[src/rtl/prio_enc_rr_pkg.sv]
// Shared definitions for the round-robin / fixed priority encoder:
// mode encodings and the index-width helper.
package prio_enc_rr_pkg;

    typedef enum logic {
        MODE_FIXED = 1'b0,
        MODE_RR    = 1'b1
    } mode_e;

    // Width of a binary index into n request lines (never below one bit).
    function automatic int idx_width(input int n);
        return (n > 1) ? $clog2(n) : 1;
    endfunction

endpackage

[src/rtl/prio_enc_rr_pick.sv]
// Combinational winner search: highest set bit in fixed mode, first set bit
// at or above ptr (wrapping) in round-robin mode.
module prio_pick
    import prio_enc_rr_pkg::*;
#(
    parameter int N = 8,
    localparam int W = idx_width(N)
) (
    input  logic [N-1:0] req,
    input  logic [W-1:0] ptr,
    input  mode_e        mode,
    output logic [W-1:0] winner,
    output logic         any
);

    always_comb begin
        int   j;
        logic found;
        winner = '0;
        any    = |req;
        found  = 1'b0;
        j      = 0;
        if (mode == MODE_RR) begin
            // Walk N positions starting at ptr; the first hit is the winner.
            for (int i = 0; i < N; i++) begin
                j = int'(ptr) + i;
                if (j >= N) begin
                    j = j - N;
                end
                if (!found && req[j[W-1:0]]) begin
                    winner = W'(j);
                    found  = 1'b1;
                end
            end
        end else begin
            for (int i = 0; i < N; i++) begin
                if (req[i]) begin
                    winner = W'(i);
                end
            end
        end
    end

endmodule

[src/rtl/prio_enc_rr.sv]
// Registered priority encoder with valid/ready output and selectable
// fixed or round-robin arbitration.
module prio_enc_rr
    import prio_enc_rr_pkg::*;
#(
    parameter int N = 8,
    localparam int W = idx_width(N)
) (
    input  logic         clk,
    input  logic         rst_n,
    input  logic         enb,
    input  logic         mode,
    input  logic [N-1:0] req,
    input  logic         out_ready,
    output logic         out_valid,
    output logic [W-1:0] idx,
    output logic [N-1:0] grant,
    output logic         none
);

    // Handshake: a result is consumed on any cycle with out_valid=1 and
    // out_ready=1; a new vector is captured when enb=1 and the output slot
    // is empty or being consumed in the same cycle.

    logic         valid_q;
    logic [W-1:0] idx_q;
    logic [N-1:0] grant_q;
    logic         none_q;
    logic [W-1:0] ptr_q;

    logic         accept;
    logic         pop;
    logic [W-1:0] winner;
    logic         any;
    logic [W-1:0] ptr_d;
    mode_e        mode_sel;

    assign mode_sel = mode_e'(mode);
    assign accept   = enb && (!valid_q || out_ready);
    assign pop      = valid_q && out_ready;
    assign ptr_d    = (winner == W'(N - 1)) ? '0 : winner + W'(1);

    prio_pick #(.N(N)) u_pick (
        .req    (req),
        .ptr    (ptr_q),
        .mode   (mode_sel),
        .winner (winner),
        .any    (any)
    );

    always_ff @(posedge clk or negedge rst_n) begin
        if (!rst_n) begin
            valid_q <= 1'b0;
            idx_q   <= '0;
            grant_q <= '0;
            none_q  <= 1'b0;
            ptr_q   <= '0;
        end else if (accept) begin
            if (any) begin
                valid_q <= 1'b1;
                idx_q   <= winner;
                grant_q <= N'(1) << winner;
                none_q  <= 1'b0;
                if (mode_sel == MODE_RR) begin
                    ptr_q <= ptr_d;
                end
            end else begin
                // Empty vector: idx keeps the last winner for reference.
                valid_q <= 1'b0;
                grant_q <= '0;
                none_q  <= 1'b1;
            end
        end else if (pop) begin
            valid_q <= 1'b0;
            grant_q <= '0;
        end
    end

    assign out_valid = valid_q;
    assign idx       = idx_q;
    assign grant     = grant_q;
    assign none      = none_q;

endmodule

[config.mk]
export PLATFORM = sky130hd
export DESIGN_NAME = prio_enc_rr
export DESIGN_NICKNAME = d
export VERILOG_FILES = /design/src/rtl/prio_enc_rr_pkg.sv /design/src/rtl/prio_enc_rr_pick.sv /design/src/rtl/prio_enc_rr.sv
export SDC_FILE = /design/constraint.sdc
export NUM_CORES = 1
export LEC_CHECK = 0
export CAP_MARGIN = 20
export CORE_MARGIN = 2
export CORE_UTILIZATION = 58
export CTS_CLUSTER_SIZE = 8
export DETAILED_ROUTE_END_ITERATION = 8
export PLACE_DENSITY = 0.83
export SLEW_MARGIN = 20
export SYNTH_ARGS = -nofsm -noshare
export SYNTH_HDL_FRONTEND = slang
export SYNTH_SLANG_ARGS = --single-unit
export TNS_END_PERCENT = 50
[constraint.sdc]
create_clock -name clk -period 9.3 [get_ports clk]
set_input_delay 2.325 -clock clk [delete_from_list [all_inputs] [get_ports clk]]
set_output_delay 2.325 -clock clk [all_outputs]
set_load 0.1 [all_outputs]
==> impl_metrics.sql, run 1 <==
INSERT INTO impl_metrics (metric_group, metric, value, unit) VALUES
('setup_path', 'end_kind', 'flip-flop', ''),
('floorplan', 'pin_count', '26', ''),
('grt', 'vias_in_the_first_global_route', '1627', ''),
('sta', 'finalSetupTns', '0', 'ps'),
('clock_tree', 'post_cts_hold_buffer_count', '0', ''),
('clock_tree', 'post-cts-setup-buffers', '0', ''),
('clock_tree', 'cts-buffers-inserted', '3', ''),
('setup_path', 'crit_type', 'in2reg', ''),
('grt', 'initial_antenna_violation_count', '0', ''),
('routing', 'num_vias', '1578', ''),
('cells_and_area', 'final_cell_mix', 'sky130_fd_sc_hd__nand2_1, sky130_fd_sc_hd__clkdlybuf4s50_1, sky130_fd_sc_hd__nor2_1', ''),
('sta', 'tightest_slew', '972.9', 'ps'),
('synth', 'asyncSetResetFlopFracSynth', '1.000', ''),
('synth', 'yosys_warnings', '0', ''),
('grt', 'gr-usage-met3', '0.01814', ''),
('sta', 'drv_slew', '0', ''),
('sta', 'setup_viol_count_final', '0', ''),
('routing', 'drt_drc_violations_left', '0', ''),
('cells_and_area', 'multi_input_comb_area', '1180', 'sq um'),
('place', 'buffers_added_on_ports', '25', ''),
('synth', 'synth.lib_cells_used.distinct', '48', ''),
('grt', 'busiest_layer', 'met2', ''),
('routing', 'drt_pass1_iterations', '4', ''),
('setup_path', 'reg2reg_depth', '12', ''),
('setup_path', 'timing.rr.end', 'ptr_q[2]', ''),
('min_path', 'min_from', 'grant[3]', ''),
('synth', 'synth_area', '1657', 'sq um'),
('synth', 'synth_enable_flop_cells', '0', ''),
('grt', 'grt_pass1_wl', '7493', 'um'),
('setup_path', 'worst_r2r_startpoint', 'ptr_q[1]', ''),
('synth', 'synth_nets', '203', ''),
('cells_and_area', 'fin_nets', '227', ''),
('synth', 'synthesis_stage_register_bit_count', '16', ''),
('grt', 'track_usage', '0.2884', ''),
('setup_path', 'start_kind', 'input port', ''),
('min_path', 'min_delay_worst_endpoint', 'grant[3]', ''),
('clock_tree', 'cts.repair.resized', '0', ''),
('routing', 'routed_wl', '4291', 'um'),
('cells_and_area', 'final.fill_count', '211', ''),
('clock_tree', 'clk_pin_slew', '90', 'ps'),
('synth', 'share_of_synthesized_cell_area_in_and_or_nand_and_nor_gates', '0.1858', ''),
('grt', 'globalRouteOverflowTotal', '0', ''),
('clock_tree', 'ctsRootBufferMaster', 'sky130_fd_sc_hd__clkbuf_4', ''),
('floorplan', 'core.rowCount', '19', ''),
('job', 'maxCapViolCount', '0', ''),
('routing', 'detail-route-antenna-nets', '0', ''),
('grt', 'met2_demand_to_capacity_share_in_global_routing', '0.5097', ''),
('cells_and_area', 'final_layout_size_suffix_gt1_frac', '0.1408', ''),
('synth', 'synth_adder_area_share', '0.05287', ''),
('cells_and_area', 'area_growth', '17.52', '%'),
('synth', 'post_synth_mux_area_share', '0.2538', ''),
('status', 'run_status', 'finished clean', ''),
('synth', 'synth_compound_area_frac', '0.2092', ''),
('sta', 'fin_crit_sh', '0.6002', ''),
('place', 'worst_slack_after_detailed_placement', '3456', 'ps'),
('sta', 'timing.final.ws_setup', '3718', 'ps'),
('floorplan', 'core_area', '2734', 'sq um'),
('routing', 'drt-wirelength-per-cell', '18.11', 'um'),
('synth', 'syn-instance-count', '183', ''),
('grt', 'grt_max_degree', '18', ''),
('clock_tree', 'ctsLongestPathBuffers', '2', ''),
('sta', 'timing.slew.headroom', '0.3494', ''),
('floorplan', 'die-area', '3300', 'sq um'),
('routing', 'routed_via_density', '6.658', ''),
('sta', 'max_freq', '0.1792', 'GHz'),
('setup_path', 'crit_required', '9490', 'ps'),
('synth', 'synth_top_flop_cell', 'sky130_fd_sc_hd__dfrtp_1', ''),
('sta', 'finalClockSkew', '5.564', 'ps'),
('clock_tree', 'clock_latency_of_the_later_clocked_register_in_the_worst_skew_pair', '300', 'ps'),
('synth', 'synth.yosys.seq_area_share', '0.2417', ''),
('floorplan', 'floorplan.die.height', '57.45', 'um');
[worst max-delay path: stages]
cell and delay, ps:
sky130_fd_sc_hd__clkdlybuf4s50_1 550, sky130_fd_sc_hd__mux4_2 630, sky130_fd_sc_hd__a21oi_2 230, sky130_fd_sc_hd__a32o_2 250, sky130_fd_sc_hd__nand3_1 80, sky130_fd_sc_hd__or4_1 550
sky130_fd_sc_hd__a211oi_2 300, sky130_fd_sc_hd__nor2b_1 110, sky130_fd_sc_hd__ha_1 210, sky130_fd_sc_hd__ha_1 270, sky130_fd_sc_hd__mux2_2 250
[routing by layer]
metal / vias up / wire (um)
met5: - / 0
li1: 738 / -
met2: 57 / 2244
met1: 764 / 1716
met4: 0 / 166
met3: 19 / 163
[registers in the layout (all words and copies together), names as in the netlist]
name,flops
grant,8
idx,3
ptr_q,3
none,1
out_valid,1
[worst max-delay path by stage]
stage / startpoint / end / slack, ps / cells past startpoint
3_3_place_gp: req[6] / ptr_q[2] / 3610 / 11
3_5_place_dp: req[4] / ptr_q[2] / 3460 / 11
6_report: req[4] / ptr_q[2] / 3720 / 11
2_1_floorplan: req[6] / ptr_q[2] / 4270 / 10
4_1_cts: req[6] / ptr_q[2] / 3760 / 11
5_1_grt: req[6] / ptr_q[2] / 3580 / 11
[cell usage after synthesis (all sizes together) (2+ instances only)]
cell | n | area share
mux2 | 9 | 0.063
a21oi | 8 | 0.026
a22oi | 2 | 0.0091
buf | 5 | 0.019
o22ai | 2 | 0.0076
nand2b | 5 | 0.019
a311oi | 2 | 0.011
o31ai | 6 | 0.027
nor2 | 19 | 0.052
dfrtp | 16 | 0.24
nor2b | 2 | 0.0076
ha | 7 | 0.053
o211a | 2 | 0.012
a22o | 2 | 0.011
nor4 | 2 | 0.0076
nand2 | 25 | 0.057
a211oi | 2 | 0.012
nand3 | 4 | 0.012
a221o | 2 | 0.012
o21ai | 11 | 0.033
inv | 11 | 0.025
mux4 | 10 | 0.14
xnor2 | 2 | 0.011
nand4 | 2 | 0.0076
mux2i | 9 | 0.054
[stage by stage]
stage	cell area (sq um)	instances	hold WS [ps]	util
2_1_floorplan	1657	183	763.5	-
3_3_place_gp	1911	233	467.6	0.6989
3_5_place_dp	1911	233	483.3	0.6989
4_1_cts	1947	237	504.0	0.7121
5_1_grt	1947	237	540.3	0.7121
6_report	1947	237	495.2	0.7121
[area by class of cell]
| cell class | count | area share |
|---|---|---|
| clock buffer | 4 | 0.01864 |
| sequential | 16 | 0.2057 |
| tap | 31 | 0.01992 |
| inverter | 11 | 0.02121 |
| multi-input combinational | 150 | 0.6060 |
| timing repair buffer | 25 | 0.1285 |
[logic make-up after synthesis]
family                   Yosys count
AND/OR/NAND/NOR                   65
AO/OA/AOI/OAI                     48
multiplexers                      28
buffers and inverters             17
flip-flops                        16
adder cells (fa/ha/maj)            7
XOR/XNOR                           2
Power of run 1 is not shown: default switching activity piles up to over one toggle a cycle in this logic, so the estimate is an artifact.
==> run 2: changes to the inputs <==
CORE_UTILIZATION = 54   (was 58)
PLACE_DENSITY = 0.78   (was 0.83)
clock period = 5.5 ns   (was 9.3 ns; I/O delays follow)
==> impl_metrics.sql, run 2 (synthesized netlist as in run 1, its figures left out) <==
INSERT INTO impl_metrics (metric_group, metric, value, unit) VALUES
('clock_tree', 'cts_tree', 'done', ''),
('cells_and_area', 'area_growth', '18.13', '%'),
('cells_and_area', 'num_antenna_cells', '0', ''),
('floorplan', 'pin_count', '26', ''),
('sta', 'finalClockSkew', '3.095', 'ps'),
('clock_tree', 'post-cts-setup-buffers', '0', ''),
('setup_path', 'crit_required', '5690', 'ps'),
('cells_and_area', 'final_cell_mix', 'sky130_fd_sc_hd__nand2_1, sky130_fd_sc_hd__clkdlybuf4s50_1, sky130_fd_sc_hd__nor2_1', ''),
('cells_and_area', 'final.fill_count', '247', ''),
('setup_path', 'end_kind', 'flip-flop', ''),
('clock_tree', 'ctsRootBufferMaster', 'sky130_fd_sc_hd__clkbuf_4', ''),
('clock_tree', 'cts-buffers-inserted', '3', ''),
('setup_path', 'path_cells', 'clkdlybuf4s50_1 > mux4_2 > a21oi_2 > a32o_2 > nand3_1 > or4_1 > a211oi_2 > nor2b_1 > ha_1 > ha_1 > mux2_2', ''),
('place', 'routabilityCongestion', '0.8967', ''),
('routing', 'detail-route-antenna-nets', '0', ''),
('routing', 'drt-wirelength-per-cell', '17.30', 'um'),
('cells_and_area', 'largest_register_ff_count', '8', ''),
('cells_and_area', 'ff_latch_area', '400.4', 'sq um'),
('setup_path', 'worst-path-max-fanout', '9', ''),
('routing', 'num_vias', '1511', ''),
('status', 'run_status', 'finished clean', ''),
('job', 'maxCapViolCount', '0', ''),
('clock_tree', 'clk_pin_slew', '100', 'ps'),
('setup_path', 'worst_path_largest_cell_delay', '630', 'ps'),
('grt', 'grt_pass1_wl', '7086', 'um'),
('min_path', 'hp-class', 'reg2reg', ''),
('floorplan', 'die-area', '3527', 'sq um'),
('setup_path', 'path_delay_family', 'multiplexers', ''),
('routing', 'first_iter_violations', '110', ''),
('setup_path', 'r2r_setup_slack', '930', 'ps'),
('sta', 'report.final.hold_viol_count', '0', ''),
('grt', 'globalRouteOverflowTotal', '0', ''),
('clock_tree', 'clock_latency_of_the_later_clocked_register_in_the_worst_skew_pair', '290', 'ps'),
('sta', 'finalSetupTns', '0', 'ps'),
('floorplan', 'core.rowCount', '20', ''),
('sta', 'max_freq', '0.2162', 'GHz'),
('routing', 'routed_wl', '4152', 'um'),
('setup_path', 'path_common_cell', 'sky130_fd_sc_hd__ha_1', ''),
('setup_path', 'start_kind', 'input port', ''),
('sta', 'fin_crit_sh', '0.8409', ''),
('grt', 'grt_max_degree', '18', ''),
('floorplan', 'start_util', '0.5563', ''),
('cells_and_area', 'multi_input_comb_area', '1180', 'sq um'),
('place', 'buffers_added_on_ports', '25', ''),
('setup_path', 'path_buf_inv', '1', ''),
('clock_tree', 'cts_num_sinks', '16', ''),
('cells_and_area', 'finalNonFillerCells', '240', ''),
('clock_tree', 'cts.repair.resized', '0', ''),
('cells_and_area', 'final_layout_size_suffix_gt1_frac', '0.1449', ''),
('grt', 'track_usage', '0.2653', ''),
('clock_tree', 'ctsLongestPathBuffers', '2', ''),
('sta', 'timing.final.ws_setup', '875.1', 'ps'),
('grt', 'initial_antenna_violation_count', '0', ''),
('setup_path', 'worst_path_max_delay_cell', 'sky130_fd_sc_hd__mux4_2', ''),
('sta', 'timing.slew.headroom', '0.3499', ''),
('routing', 'drt_pass1_iterations', '4', ''),
('routing', 'routed_via_density', '6.296', ''),
('clock_tree', 'post_cts_hold_buffer_count', '0', ''),
('place', 'post-place-cells', '236', ''),
('setup_path', 'crit_type', 'in2reg', ''),
('floorplan', 'core_area', '2978', 'sq um'),
('sta', 'drv_slew', '0', ''),
('floorplan', 'dieWidth', '59.39', 'um'),
('clock_tree', 'htreeDepth', '1', ''),
('routing', 'drt_drc_violations_left', '0', ''),
('place', 'dp.final_hpwl', '3251', 'um'),
('sta', 'setup_viol_count_final', '0', ''),
('setup_path', 'crit_arrival', '4810', 'ps'),
('cells_and_area', 'fin_nets', '228', ''),
('cells_and_area', 'finish.utilization', '0.6571', ''),
('floorplan', 'floorplan.die.height', '59.39', 'um'),
('grt', 'vias_in_the_first_global_route', '1467', ''),
('place', 'worst_slack_after_detailed_placement', '617.7', 'ps'),
('sta', 'tightest_slew', '972.1', 'ps'),
('sta', 'final_period_minus_worst_setup_slack', '4625', 'ps'),
('sta', 'rsz_0062_raised_after_global_routing', 'no', '');
run 2: cell count changes in the layout (fill, tap and decap cells not counted), sizes merged:
cell	previous run	this run
buf	0	1
run 2: final cells by class:
class,count,area share
clock buffer,4,0.01854
sequential,16,0.2046
tap,33,0.02110
timing repair buffer,26,0.1317
inverter,11,0.02110
multi-input combinational,150,0.6029
run 2: worst paths after layout:
| check | from | endpoint | depth (start not counted) |
|---|---|---|---|
| max | req[5] | ptr_q[2] | 11 |
| min | grant[6] | grant[6] | 2 |
| max reg2reg | ptr_q[0] | ptr_q[2] | 12 |
| min reg2reg | grant[6] | grant[6] | 2 |
| max in group asynchronous | rst_n | grant[1] | 1 |
| min in group asynchronous | rst_n | grant[4] | 1 |
run 2: per-stage QoR:
stage	area [sq um]	hold WS (ps)
5_1_grt	1957	507.6
6_report	1957	488.7
2_1_floorplan	1657	763.5
3_5_place_dp	1921	465.7
3_3_place_gp	1921	466.2
4_1_cts	1957	486.9
run 2: worst min-delay path: cells and delay by family (launching register included):
kind | cells | cell delay (ps)
flip-flops | 1 | 350
AND/OR/NAND/NOR | 1 | 50
AO/OA/AOI/OAI | 1 | 60
run 2: metal layers:
metal	up-vias	routed length, um	global-route usage
met2	36	2005	0.3987
li1	742	-	-
met3	2	212	0.04803
met1	731	1927	0.4006
met5	-	0	0
met4	0	7	0.05519
Power of run 2 is left out for the same reason.
==> run 3: changes to the inputs <==
CORE_UTILIZATION = 49   (was 54)
PLACE_DENSITY = 0.75   (was 0.78)
clock period = 4.2 ns   (was 5.5 ns; I/O delays follow)
==> impl_metrics.sql, run 3 (synthesized netlist as in run 1, its figures left out) <==
INSERT INTO impl_metrics (metric_group, metric, value, unit) VALUES
('clock_tree', 'htreeDepth', '1', ''),
('grt', 'initial_antenna_violation_count', '0', ''),
('cells_and_area', 'most_common_cell_after_layout_fill_and_taps_aside', 'sky130_fd_sc_hd__buf_4', ''),
('sta', 'report.final.hold_viol_count', '0', ''),
('setup_path', 'path_buf_inv', '1', ''),
('cells_and_area', 'area_growth', '37.01', '%'),
('floorplan', 'die-area', '3862', 'sq um'),
('grt', 'grt_pass1_wl', '8052', 'um'),
('clock_tree', 'post-cts-setup-buffers', '0', ''),
('setup_path', 'path_common_cell', 'sky130_fd_sc_hd__ha_1', ''),
('clock_tree', 'clock_latency_of_the_later_clocked_register_in_the_worst_skew_pair', '300', 'ps'),
('sta', 'tightest_slew', '982.3', 'ps'),
('grt', 'vias_in_the_first_global_route', '1694', ''),
('sta', 'setup_viol_count_final', '0', ''),
('setup_path', 'end_kind', 'flip-flop', ''),
('setup_path', 'worst_path_max_delay_cell', 'sky130_fd_sc_hd__mux4_2', ''),
('sta', 'timing.final.ws_setup', '114.8', 'ps'),
('clock_tree', 'ctsRootBufferMaster', 'sky130_fd_sc_hd__clkbuf_4', ''),
('routing', 'drt-wirelength-per-cell', '16.26', 'um'),
('setup_path', 'crit_arrival', '4260', 'ps'),
('clock_tree', 'post_cts_hold_buffer_count', '0', ''),
('setup_path', 'worst_setup_path_startpoint', 'req[6]', ''),
('setup_path', 'worst-path-max-fanout', '6', ''),
('status', 'run_status', 'finished clean', ''),
('sta', 'rsz_0062_raised_after_global_routing', 'no', ''),
('place', 'post-place-cells', '286', ''),
('place', 'worst_slack_after_detailed_placement', '-219.6', 'ps'),
('setup_path', 'worst_path_largest_cell_delay', '580', 'ps'),
('cells_and_area', 'largest_register_ff_count', '8', ''),
('place', 'routabilityCongestion', '0.9055', ''),
('cells_and_area', 'num_antenna_cells', '0', ''),
('cells_and_area', 'final_layout_size_suffix_gt1_frac', '0.2869', ''),
('setup_path', 'crit_type', 'in2reg', ''),
('cells_and_area', 'finish.utilization', '0.6910', ''),
('floorplan', 'floorplan.die.height', '62.15', 'um'),
('min_path', 'hp-class', 'reg2reg', ''),
('sta', 'drv_slew', '0', ''),
('clock_tree', 'clk_pin_slew', '80', 'ps'),
('setup_path', 'start_kind', 'input port', ''),
('clock_tree', 'ctsLongestPathBuffers', '2', ''),
('place', 'dp.final_hpwl', '3802', 'um'),
('min_path', 'min_from', 'grant[6]', ''),
('sta', 'final_period_minus_worst_setup_slack', '4085', 'ps'),
('grt', 'grt_max_degree', '17', ''),
('setup_path', 'crit_required', '4380', 'ps'),
('cells_and_area', 'fin_nets', '265', ''),
('grt', 'track_usage', '0.2611', ''),
('setup_path', 'path_cells', 'clkdlybuf4s50_1 > mux4_2 > a21oi_2 > a32o_2 > nand3_1 > or4_1 > a211oi_2 > nor2b_1 > ha_1 > ha_1 > mux2_2', ''),
('floorplan', 'core_area', '3284', 'sq um'),
('clock_tree', 'cts-buffers-inserted', '3', ''),
('sta', 'max_freq', '0.2448', 'GHz'),
('routing', 'detail-route-antenna-nets', '0', ''),
('cells_and_area', 'final_cell_mix', 'sky130_fd_sc_hd__buf_4, sky130_fd_sc_hd__nand2_1, sky130_fd_sc_hd__clkdlybuf4s50_1', ''),
('floorplan', 'core.rowCount', '21', ''),
('job', 'maxCapViolCount', '0', ''),
('sta', 'timing.slew.headroom', '0.3431', ''),
('routing', 'drt_drc_violations_left', '0', ''),
('routing', 'routed_wl', '4716', 'um'),
('grt', 'globalRouteOverflowTotal', '0', ''),
('place', 'buffers_added_on_ports', '25', ''),
('sta', 'fin_crit_sh', '0.9727', ''),
('sta', 'finalClockSkew', '10.85', 'ps'),
('floorplan', 'dieWidth', '62.15', 'um'),
('floorplan', 'pin_count', '26', ''),
('floorplan', 'start_util', '0.5044', ''),
('routing', 'routed_via_density', '5.879', ''),
('routing', 'num_vias', '1705', ''),
('setup_path', 'path_delay_family', 'multiplexers', ''),
('routing', 'drt_pass1_iterations', '4', ''),
('routing', 'first_iter_violations', '111', ''),
('setup_path', 'worst_r2r_startpoint', 'ptr_q[1]', ''),
('cells_and_area', 'finalNonFillerCells', '290', ''),
('clock_tree', 'cts_num_sinks', '16', ''),
('clock_tree', 'cts_tree', 'done', '');
-- run 3: changes by cell type in the layout (fill, tap and decap cells not counted), sizes merged --
cell	change
buf	+37
clkdlybuf4s50	-1
dlymetal6s2s	+1
-- run 3: repair_timing --
item,CTS,global route
gates resized for setup,0,4
setup endpoints to repair,0,1
endpoints found under the hold margin,0,0
-- run 3: final cells by class --
type                       count  area [sq um]
inverter                      11         41.29
timing repair buffer          63         538.0
clock buffer                   4         36.28
sequential                    16         400.4
fill                         264          1015
tap                           46         57.56
multi-input combinational    150          1196
-- run 3: path summary, 6_finish.rpt --
| check | endpoint | slack (ps) | depth (start not counted) |
|---|---|---|---|
| setup reg to reg | ptr_q[2] | 470 | 12 |
| hold reg to reg | grant[6] | 480 | 2 |
| setup / recovery | ptr_q[2] | 110 | 11 |
| hold / removal | grant[6] | 480 | 2 |
| min in group asynchronous | ptr_q[0] | 1170 | 1 |
| max in group asynchronous | grant[5] | 2570 | 1 |
-- run 3: worst min-delay path, delay by kind of cell (launching register included) --
family,cells,cell delay (ps)
compound gates,1,60
flops,1,350
simple gates,1,50
-- run 3: stage by stage --
step,hold slack (ps),instance area (sq um),setup TNS (ps)
floorplan,754.4,1657,0
global placement,467.0,2215,-89.81
detailed placement,466.7,2215,-432.5
CTS,487.2,2251,0
global route,530.2,2270,0
finish,483.0,2270,0
-- run 3: metal layers --
metal | part of all wire | track usage | vias up
met5 | 0 | 0 | -
met4 | 0.022 | 0.08889 | 0
met3 | 0.060 | 0.05254 | 12
met2 | 0.49 | 0.4361 | 51
met1 | 0.43 | 0.3396 | 822
li1 | - | - | 820
Power of run 3 is left out for the same reason.
